<file path="src/rtl/cpu_run_ctrl_if.sv">
// ============================================================================
// cpu_run_ctrl_if : board buttons / breakpoint inputs and CPU control outputs
// Rev 1.0
// ============================================================================
`default_nettype none

interface cpu_run_ctrl_if;
  logic        btn1;
  logic        btn2;
  logic [31:0] pc;
  logic [31:0] break_addr;
  logic        cpu_reset_n;
  logic        cpu_clk_en;
  logic        step_mode;
  logic [2:0]  state_dbg;

  // master = run controller, slave = board/CPU side
  modport master (
    input  btn1, btn2, pc, break_addr,
    output cpu_reset_n, cpu_clk_en, step_mode, state_dbg
  );

  modport slave (
    output btn1, btn2, pc, break_addr,
    input  cpu_reset_n, cpu_clk_en, step_mode, state_dbg
  );
endinterface

`default_nettype wire

</file>
<file path="src/rtl/cpu_run_ctrl.sv">
// ============================================================================
// cpu_run_ctrl : button debounce, timed CPU reset hold, free-run/single-step
// Optional breakpoint halt: define RUN_CTRL_BREAKPOINT_EN.   Rev 1.0
// ============================================================================
`default_nettype none

module cpu_run_ctrl #(
  parameter int DEBOUNCE_CYCLES   = 65535,
  parameter int RESET_HOLD_CYCLES = 16,
  parameter int CNT_W             = 16
) (
  input  wire                  clk,
  input  wire                  reset,
  cpu_run_ctrl_if.master       bus
);

  localparam logic [CNT_W-1:0] DB_LAST   = CNT_W'(DEBOUNCE_CYCLES - 1);
  localparam logic [CNT_W-1:0] HOLD_LAST = CNT_W'(RESET_HOLD_CYCLES - 1);

  typedef enum logic [2:0] {
    INIT       = 3'd0,
    HOLD_RST   = 3'd1,
    RUN        = 3'd2,
    STEP_IDLE  = 3'd3,
    STEP_PULSE = 3'd4
  } state_e;

  logic [1:0] btn_raw;
  logic [1:0] press;

  assign btn_raw = {bus.btn2, bus.btn1};

  // Per button: 2-flop synchronizer, stability counter, falling-edge pulse
  for (genvar gi = 0; gi < 2; gi++) begin : g_btn
    logic             sync1_q;
    logic             sync2_q;
    logic             db_q;
    logic             db_prev_q;
    logic             press_q;
    logic [CNT_W-1:0] cnt_q;

    always_ff @(posedge clk or negedge reset) begin
      if (!reset) begin
        sync1_q   <= 1'b1;
        sync2_q   <= 1'b1;
        db_q      <= 1'b1;
        db_prev_q <= 1'b1;
        press_q   <= 1'b0;
        cnt_q     <= '0;
      end else begin
        sync1_q   <= btn_raw[gi];
        sync2_q   <= sync1_q;
        db_prev_q <= db_q;
        press_q   <= db_prev_q & ~db_q;
        if (sync2_q == db_q) begin
          cnt_q <= '0;
        end else if (cnt_q == DB_LAST) begin
          db_q  <= sync2_q;
          cnt_q <= '0;
        end else begin
          cnt_q <= cnt_q + 1'b1;
        end
      end
    end

    assign press[gi] = press_q;
  end

  logic press1;
  logic press2;
  logic bp_hit;

  assign press1 = press[0];
  assign press2 = press[1];

  state_e           state_q, state_d;
  logic [CNT_W-1:0] hold_q, hold_d;
  logic             cpu_reset_n_q, cpu_reset_n_d;
  logic             cpu_clk_en_q, cpu_clk_en_d;
  logic             step_mode_q, step_mode_d;

`ifdef RUN_CTRL_BREAKPOINT_EN
  assign bp_hit = cpu_clk_en_q && (bus.pc == bus.break_addr);
`else
  logic unused_bp_ok;
  assign unused_bp_ok = ^{bus.pc, bus.break_addr};
  assign bp_hit       = 1'b0;
`endif

  always_ff @(posedge clk or negedge reset) begin
    if (!reset) begin
      state_q       <= INIT;
      hold_q        <= '0;
      cpu_reset_n_q <= 1'b0;
      cpu_clk_en_q  <= 1'b0;
      step_mode_q   <= 1'b0;
    end else begin
      state_q       <= state_d;
      hold_q        <= hold_d;
      cpu_reset_n_q <= cpu_reset_n_d;
      cpu_clk_en_q  <= cpu_clk_en_d;
      step_mode_q   <= step_mode_d;
    end
  end

  // press1 outranks press2 and the breakpoint in every state
  always_comb begin
    state_d = state_q;
    hold_d  = hold_q;
    unique case (state_q)
      INIT: begin
        state_d = HOLD_RST;
        hold_d  = '0;
      end
      HOLD_RST: begin
        if (press1) begin
          hold_d = '0;
        end else if (hold_q == HOLD_LAST) begin
          state_d = RUN;
          hold_d  = '0;
        end else begin
          hold_d = hold_q + 1'b1;
        end
      end
      RUN: begin
        if (press1) begin
          state_d = HOLD_RST;
          hold_d  = '0;
        end else if (press2 || bp_hit) begin
          state_d = STEP_IDLE;
        end
      end
      STEP_IDLE: begin
        if (press1) begin
          state_d = HOLD_RST;
          hold_d  = '0;
        end else if (press2) begin
          state_d = STEP_PULSE;
        end
      end
      STEP_PULSE: begin
        if (press1) begin
          state_d = HOLD_RST;
          hold_d  = '0;
        end else begin
          state_d = STEP_IDLE;
        end
      end
      default: begin
        state_d = INIT;
        hold_d  = '0;
      end
    endcase

    // Outputs are registered from the next state so they line up with state_q
    cpu_reset_n_d = (state_d == RUN) || (state_d == STEP_IDLE) || (state_d == STEP_PULSE);
    cpu_clk_en_d  = (state_d == RUN) || (state_d == STEP_PULSE);
    step_mode_d   = (state_d == STEP_IDLE) || (state_d == STEP_PULSE);
  end

  assign bus.cpu_reset_n = cpu_reset_n_q;
  assign bus.cpu_clk_en  = cpu_clk_en_q;
  assign bus.step_mode   = step_mode_q;
  assign bus.state_dbg   = state_q;

endmodule

`default_nettype wire
</file>
<file path="src/flat_wrapper.sv">
// flat-port wrapper written by rule: the top's interface ports become plain ports
module cpu_run_ctrl_flat 
#(
  parameter int DEBOUNCE_CYCLES   = 65535,
  parameter int RESET_HOLD_CYCLES = 16,
  parameter int CNT_W             = 16
)
  (clk, reset, bus_btn1, bus_btn2, bus_pc, bus_break_addr, bus_cpu_reset_n, bus_cpu_clk_en, bus_step_mode, bus_state_dbg);
  cpu_run_ctrl_if bus_i ();
  input  wire clk;
  input  wire reset;
  input wire logic [$bits(bus_i.btn1)-1:0] bus_btn1;
  input wire logic [$bits(bus_i.btn2)-1:0] bus_btn2;
  input wire logic [$bits(bus_i.pc)-1:0] bus_pc;
  input wire logic [$bits(bus_i.break_addr)-1:0] bus_break_addr;
  output wire logic [$bits(bus_i.cpu_reset_n)-1:0] bus_cpu_reset_n;
  output wire logic [$bits(bus_i.cpu_clk_en)-1:0] bus_cpu_clk_en;
  output wire logic [$bits(bus_i.step_mode)-1:0] bus_step_mode;
  output wire logic [$bits(bus_i.state_dbg)-1:0] bus_state_dbg;
  assign bus_i.btn1 = bus_btn1;
  assign bus_i.btn2 = bus_btn2;
  assign bus_i.pc = bus_pc;
  assign bus_i.break_addr = bus_break_addr;
  assign bus_cpu_reset_n = bus_i.cpu_reset_n;
  assign bus_cpu_clk_en = bus_i.cpu_clk_en;
  assign bus_step_mode = bus_i.step_mode;
  assign bus_state_dbg = bus_i.state_dbg;
  cpu_run_ctrl #(.DEBOUNCE_CYCLES(DEBOUNCE_CYCLES), .RESET_HOLD_CYCLES(RESET_HOLD_CYCLES), .CNT_W(CNT_W)) u_core (.clk(clk), .reset(reset), .bus(bus_i));
endmodule
</file>
<file path="config.mk">
export PLATFORM = sky130hd
export DESIGN_NAME = cpu_run_ctrl_flat
export DESIGN_NICKNAME = d
export VERILOG_FILES = /design/src/rtl/cpu_run_ctrl_if.sv /design/src/rtl/cpu_run_ctrl.sv /design/src/flat_wrapper.sv
export SDC_FILE = /design/constraint.sdc
export NUM_CORES = 1
export LEC_CHECK = 0
export BUFFER_PORTS_ARGS = -buffer_cell sky130_fd_sc_hd__clkbuf_2
export CAP_MARGIN = 20
export CELL_PAD_IN_SITES_DETAIL_PLACEMENT = 1
export CELL_PAD_IN_SITES_GLOBAL_PLACEMENT = 1
export CORE_UTILIZATION = 24
export DETAILED_ROUTE_END_ITERATION = 10
export PLACE_DENSITY = 0.62
export SLEW_MARGIN = 25
export SYNTH_ARGS = -nofsm -noshare
export SYNTH_HDL_FRONTEND = slang
export SYNTH_SLANG_ARGS = --single-unit
</file>
<file path="constraint.sdc">
create_clock -name clk -period 2.1 [get_ports clk]
set_input_delay 0.42 -clock clk [delete_from_list [all_inputs] [get_ports clk]]
set_output_delay 0.42 -clock clk [all_outputs]
set_load 0.03 [all_outputs]
</file>
==> results of run 1 <==
==> repair_timing <==
item / 4_1_cts / 5_1_grt
hold buffers: 0 / 0
gates resized for setup: 0 / 1
endpoints found under the setup margin: 0 / 5
==> registers in the layout (all words and copies together), names as in the netlist, 2 cells and up <==
name,cells
u_core.g_btn.sync2_q,2
u_core.g_btn.sync1_q,2
u_core.hold_q,16
u_core.g_btn.press_q,2
u_core.g_btn.cnt_q,32
u_core.g_btn.db_prev_q,2
u_core.bus.state_dbg,3
u_core.g_btn.db_q,2
==> layout by cell type, fill, tap and decap left out, types with 3 or more instances in the layout <==
cell type  instances
xor2_1            21
o21a_1             5
or3_1              5
a21oi_1           11
nor4_1             8
clkbuf_16          9
and4_1             5
bufinv_16          3
o31ai_1            6
nor3_1             9
nor2_1            35
inv_1              7
dfrtp_1           56
o21ai_1            8
xnor2_1            6
nand3_1           20
o311ai_0           4
ha_1               5
dfstp_2            8
buf_4             22
clkbuf_2           8
nand2_1           18
and2_1             4
o21ai_0            4
and3_1             4
or4_1              3
nand4_1           13
a22o_1             4
nor3b_1            4
==> through the flow <==
step           cells  power, mW  util (%)
6_report         521       3.08      30.5
5_1_grt          521       3.20      30.5
4_1_cts          521       3.13      30.5
3_3_place_gp     505       1.36      27.8
2_1_floorplan    315       1.32         -
3_5_place_dp     505       1.37      27.8
==> final timing paths <==
path                            cells past startpoint  slack, ps                                end
worst max-delay path                                5        110       u_core.hold_q[8]$_DFFE_PN0P_
worst min-delay path                                2         80     u_core.bus.step_mode$_DFF_PN0_
worst max register to register                      5        110       u_core.hold_q[8]$_DFFE_PN0P_
worst min register to register                      0        350  u_core.g_btn[1].sync2_q$_DFF_PN1_
max in group asynchronous                           2       1680  u_core.g_btn[0].sync1_q$_DFF_PN1_
min in group clk                                    1        160  u_core.g_btn[1].sync1_q$_DFF_PN1_
==> metal layers <==
metal,GRT usage (%),wire length [um]
met5,0,0
met4,4.64,119
met3,4.07,210
met2,20.4,3560
met1,15.1,3490
==> worst max-delay path: stages, from the launching register on <==
cell and delay [ps]:
dfrtp_1 380, or4_4 550, nor4_4 300, buf_4 290, o31ai_1 110, a22o_1 250
==> cell type report <==
cell class | count | area [um2] | area share (%)
multi-input cells | 230 | 1470 | 37.7
inverters | 7 | 26.3 | 0.674
well taps | 172 | 215 | 5.52
repair buffers | 32 | 230 | 5.91
flip-flops and latches | 64 | 1610 | 41.4
clock buffers | 9 | 225 | 5.78
clock inverters | 7 | 119 | 3.05
==> power breakdown <==
group	internal, mW	switching (mW)
clock	1.16	0.583
combinational	0.0233	0.0534
sequential	1.25	0.0125
total	2.43	0.649
==> kinds of logic after synthesis <==
family	synth area share [%]
AO/OA/AOI/OAI	11.2
XOR/XNOR	7.44
adder cells (fa/ha/maj)	1.97
buffers and inverters	3.11
flip-flops	50.7
multiplexers	0.709
AND/OR/NAND/NOR	24.9
==> impl_metrics.py, run 1 <==
metrics = {
    "outcome": {
        "status": "completed",
    },
    "sta": {
        "rsz0062_at_grt": "no",
        "fin_ws_ps": 108,
        "hold-worst-slack_ps": 83.8,
        "worst_pin_slew_ps": 652,
        "fin_crit_sh_pct": 94.9,
        "final_max_slew_viol_count": 0,
        "fmax_mhz": 502,
        "finalHoldViolations": 0,
        "finalCriticalPeriod_ps": 1990,
        "tns_ps": 0,
        "fin_skew_ps": 3.78,
        "slew_headroom_pct": 55.9,
        "setup_viol": 0,
    },
    "placement": {
        "post_dp_cell_area_um2": 3550,
        "globalplace.congestion": 0.779,
        "hpwl_mm": 4.94,
        "port_buffers": 9,
        "dpl_worst_slack_ps": 57.2,
    },
    "clock_network": {
        "clk_path_buf_depth": 2,
        "postCtsSetupBuffers": 0,
        "cts_tree": "built",
        "cts_sinks": 64,
        "htree_levels": 3,
        "worstSkewPairLatency_ps": 340,
        "cts_inserted_buffers": 9,
        "clk_pin_slew_ps": 60,
        "root_buffer": "clkbuf_16",
    },
    "yosys": {
        "synth_nets": 388,
        "synth_edf_count": 0,
        "ys_top_cells_by_count": "dfrtp_1, nor2_1, xor2_1",
        "ys_seq_elements": 64,
        "synth_cell_types": 48,
        "synth_flop_cell": "dfrtp_1",
        "syn_area_um2": 3180,
        "synth_top_cell_area_share_pct": 44.1,
        "yosysWarnings": 0,
        "synth_area_per_cell_um2": 10.1,
        "synth-async-reset-ratio_pct": 100,
        "synthCells": 315,
        "synth_area_leaders": "dfrtp_1, dfstp_2, xor2_1",
        "seq_area_frac_synth_pct": 50.7,
        "yosysTopAreaCell": "dfrtp_1",
        "synth_most_common_cell": "dfrtp_1",
    },
    "pwr": {
        "max-vdd-ir-drop_mv": 0.388,
        "powerDensity_nw_per_um2": 791,
        "p_leak_nw": 1.61,
    },
    "setup_path": {
        "arrival_ps": 2210,
        "startpoint": "u_core.hold_q[6]$_DFFE_PN0P_",
        "end_kind": "flop",
        "crit_path_max_fanout": 18,
        "critical_path_required_ps": 2320,
        "reg2reg_from": "u_core.hold_q[6]$_DFFE_PN0P_",
        "startpoint_type": "flop",
        "crit_type": "reg -> reg",
    },
    "die": {
        "num_rows": 41,
        "die_h_um": 117,
        "start_util_pct": 24.9,
        "die_w_um": 117,
        "dieArea_um2": 13700,
        "core-area_um2": 12800,
        "boundaryPins": 74,
    },
    "layout": {
        "syn2layout_area_growth_pct": 22.6,
        "final_area_um2": 3900,
        "nets": 417,
        "n_antenna_cell": 0,
        "fillerInstances": 1444,
        "layout-drive-gt1-share_pct": 17.8,
    },
    "route": {
        "dr.pass1.iters": 4,
        "dr_total_vias": 2492,
        "final_antenna_net_count": 0,
        "remaining_drc_errors": 0,
        "routedWlPerCell_um": 14.2,
        "drt_iter0_drc": 114,
        "viasPerCell": 4.78,
        "wirelength_mm": 7.39,
    },
    "grt": {
        "grt_max_degree": 65,
        "grtUsageTotal_pct": 12.4,
        "antenna_found_initial": 0,
        "grt_pass1_vias": 2697,
        "grt_pass1_wl_mm": 13.0,
        "gr-total-overflow": 0,
    },
    "flow_run": {
        "maxCapViolCount": 0,
    },
    "hold_path": {
        "hold_class": "in -> async",
    },
}
(Power assumes the default switching activity.)
==> run 2: changes to the inputs <==
--- a/config.mk
+++ b/config.mk
@@ -5,13 +5,14 @@
 export SDC_FILE = /design/constraint.sdc
 export NUM_CORES = 1
 export LEC_CHECK = 0
-export BUFFER_PORTS_ARGS = -buffer_cell sky130_fd_sc_hd__clkbuf_2
 export CAP_MARGIN = 20
 export CELL_PAD_IN_SITES_DETAIL_PLACEMENT = 1
 export CELL_PAD_IN_SITES_GLOBAL_PLACEMENT = 1
 export CORE_UTILIZATION = 24
 export DETAILED_ROUTE_END_ITERATION = 10
-export PLACE_DENSITY = 0.62
+export DONT_BUFFER_PORTS = 1
+export MAX_ROUTING_LAYER = met4
+export PLACE_DENSITY = 0.56
 export SLEW_MARGIN = 25
 export SYNTH_ARGS = -nofsm -noshare
 export SYNTH_HDL_FRONTEND = slang
==> impl_metrics.py, run 2 (synthesis gave the netlist of run 1 again) <==
metrics = {
    "placement": {
        "dp_cells": 494,
        "globalplace.congestion": 0.784,
        "hpwl_mm": 4.98,
        "dpl_worst_slack_ps": 118,
        "port_buffers": 0,
        "post_dp_cell_area_um2": 3480,
    },
    "sta": {
        "finalHoldViolations": 0,
        "fin_ws_ps": 130,
        "final_max_slew_viol_count": 0,
        "tns_ps": 0,
        "fmax_mhz": 508,
        "worst_pin_slew_ps": 548,
        "setup_viol": 0,
        "fin_crit_sh_pct": 93.8,
        "rsz0062_at_grt": "no",
        "slew_headroom_pct": 63.0,
        "finalCriticalPeriod_ps": 1970,
        "hold-worst-slack_ps": 87.1,
        "fin_skew_ps": 4.88,
    },
    "setup_path": {
        "rr_worst_depth": 5,
        "crit_path_max_fanout": 10,
        "arrival_ps": 2170,
        "startpoint_type": "flop",
        "r2r_slack_ps": 130,
        "end_kind": "flop",
        "critical_path_required_ps": 2300,
        "crit_type": "reg -> reg",
    },
    "die": {
        "die_h_um": 117,
        "boundaryPins": 74,
        "num_rows": 41,
        "start_util_pct": 24.9,
        "die_w_um": 117,
        "dieArea_um2": 13700,
        "core-area_um2": 12800,
    },
    "clock_network": {
        "postCtsSetupBuffers": 0,
        "clk_path_buf_depth": 2,
        "cts_sinks": 64,
        "worstSkewPairLatency_ps": 330,
        "clk_pin_slew_ps": 50,
        "htree_levels": 3,
        "root_buffer": "clkbuf_16",
        "cts_tree": "built",
        "cts_inserted_buffers": 9,
    },
    "layout": {
        "seqCellArea_um2": 1610,
        "top_register": "u_core.g_btn.cnt_q",
        "syn2layout_area_growth_pct": 20.7,
        "mostFrequentLayoutCell": "dfrtp_1",
        "postLayoutCoreUtil_pct": 30.0,
        "multi_input_area_um2": 1470,
        "largest_reg_flops": 32,
        "instances_no_fill": 512,
        "n_antenna_cell": 0,
        "fillerInstances": 1438,
        "nets": 408,
        "final_area_um2": 3830,
        "final_cell_mix": "dfrtp_1, nor2_1, xor2_1, buf_4, nand3_1",
        "layout-drive-gt1-share_pct": 14.7,
    },
    "route": {
        "drt_iter0_drc": 142,
        "dr_total_vias": 2444,
        "dr.pass1.iters": 4,
        "viasPerCell": 4.77,
        "routedWlPerCell_um": 14.5,
        "wirelength_mm": 7.40,
        "final_antenna_net_count": 0,
        "remaining_drc_errors": 0,
    },
    "hold_path": {
        "whs_path_depth": 0,
        "hold_class": "in -> reg",
    },
    "pwr": {
        "max-vdd-ir-drop_mv": 0.365,
        "p_leak_nw": 1.58,
        "powerDensity_nw_per_um2": 759,
        "power_mw": 2.91,
    },
    "grt": {
        "grtUsageTotal_pct": 13.0,
        "antenna_found_initial": 0,
        "gr-total-overflow": 0,
        "grt_pass1_vias": 2630,
        "grt_pass1_wl_mm": 13.0,
        "grt_max_degree": 65,
    },
    "outcome": {
        "status": "completed",
    },
    "flow_run": {
        "maxCapViolCount": 0,
    },
}
[run 2: changes by cell type in the layout (fill, tap and decap cells not counted)]
cell and delta:
bufinv_16 -2, buf_16 +1, clkbuf_1 +1, buf_2 -1
nand2b_2 -1, clkbuf_8 +4, clkinvlp_4 -2, dlygate4sd3_1 +1
buf_4 -1, nand2b_1 +1, buf_12 -1, clkbuf_2 -8
inv_6 -1
[run 2: per-layer routing]
metal	up-vias	global-route usage (%)	share of wire, %
met5	-	-	0
met4	0	5.49	1.8
met3	10	3.45	2.6
met2	27	20.4	48
met1	1218	15.6	47
li1	1189	-	-
[run 2: where the power goes]
| group | internal, mW | total (mW) | switching (mW) |
|---|---|---|---|
| combinational | 0.0234 | 0.0765 | 0.0530 |
| clock | 1.05 | 1.57 | 0.521 |
| sequential | 1.25 | 1.26 | 0.0127 |
| total | 2.32 | 2.91 | 0.587 |
[run 2: what timing repair did]
action                    4_1_cts  5_1_grt
hold buffers                    2        0
hold endpoints to repair       64        0
resized for setup               0        0
[run 2: cell type report]
cell class,count,area share (%)
Timing Repair Buffer,23,5.09
Tap cell,172,5.61
Multi-Input combinational cell,230,38.3
Sequential cell,64,42.0
Inverter,7,0.685
Clock buffer,14,7.41
Clock inverter,2,0.914
[run 2: critical path: stages, from the launching register on]
cell	delay [ps]
dfrtp_1	380
or4_4	560
nor4_4	330
buf_4	230
nand2b_1	240
o21ai_0	110
[run 2: worst paths after layout]
| path | startpoint | endpoint |
|---|---|---|
| max | u_core.hold_q[6]$_DFFE_PN0P_ | u_core.hold_q[4]$_DFFE_PN0P_ |
| min | bus_btn1 | u_core.g_btn[0].sync1_q$_DFF_PN1_ |
| max reg2reg | u_core.hold_q[6]$_DFFE_PN0P_ | u_core.hold_q[4]$_DFFE_PN0P_ |
| min reg2reg | u_core.g_btn[0].sync1_q$_DFF_PN1_ | u_core.g_btn[0].sync2_q$_DFF_PN1_ |
| max in group asynchronous | reset | u_core.g_btn[0].db_q$_DFFE_PN1P_ |
| min in group asynchronous | reset | u_core.bus.cpu_clk_en$_DFF_PN0_ |
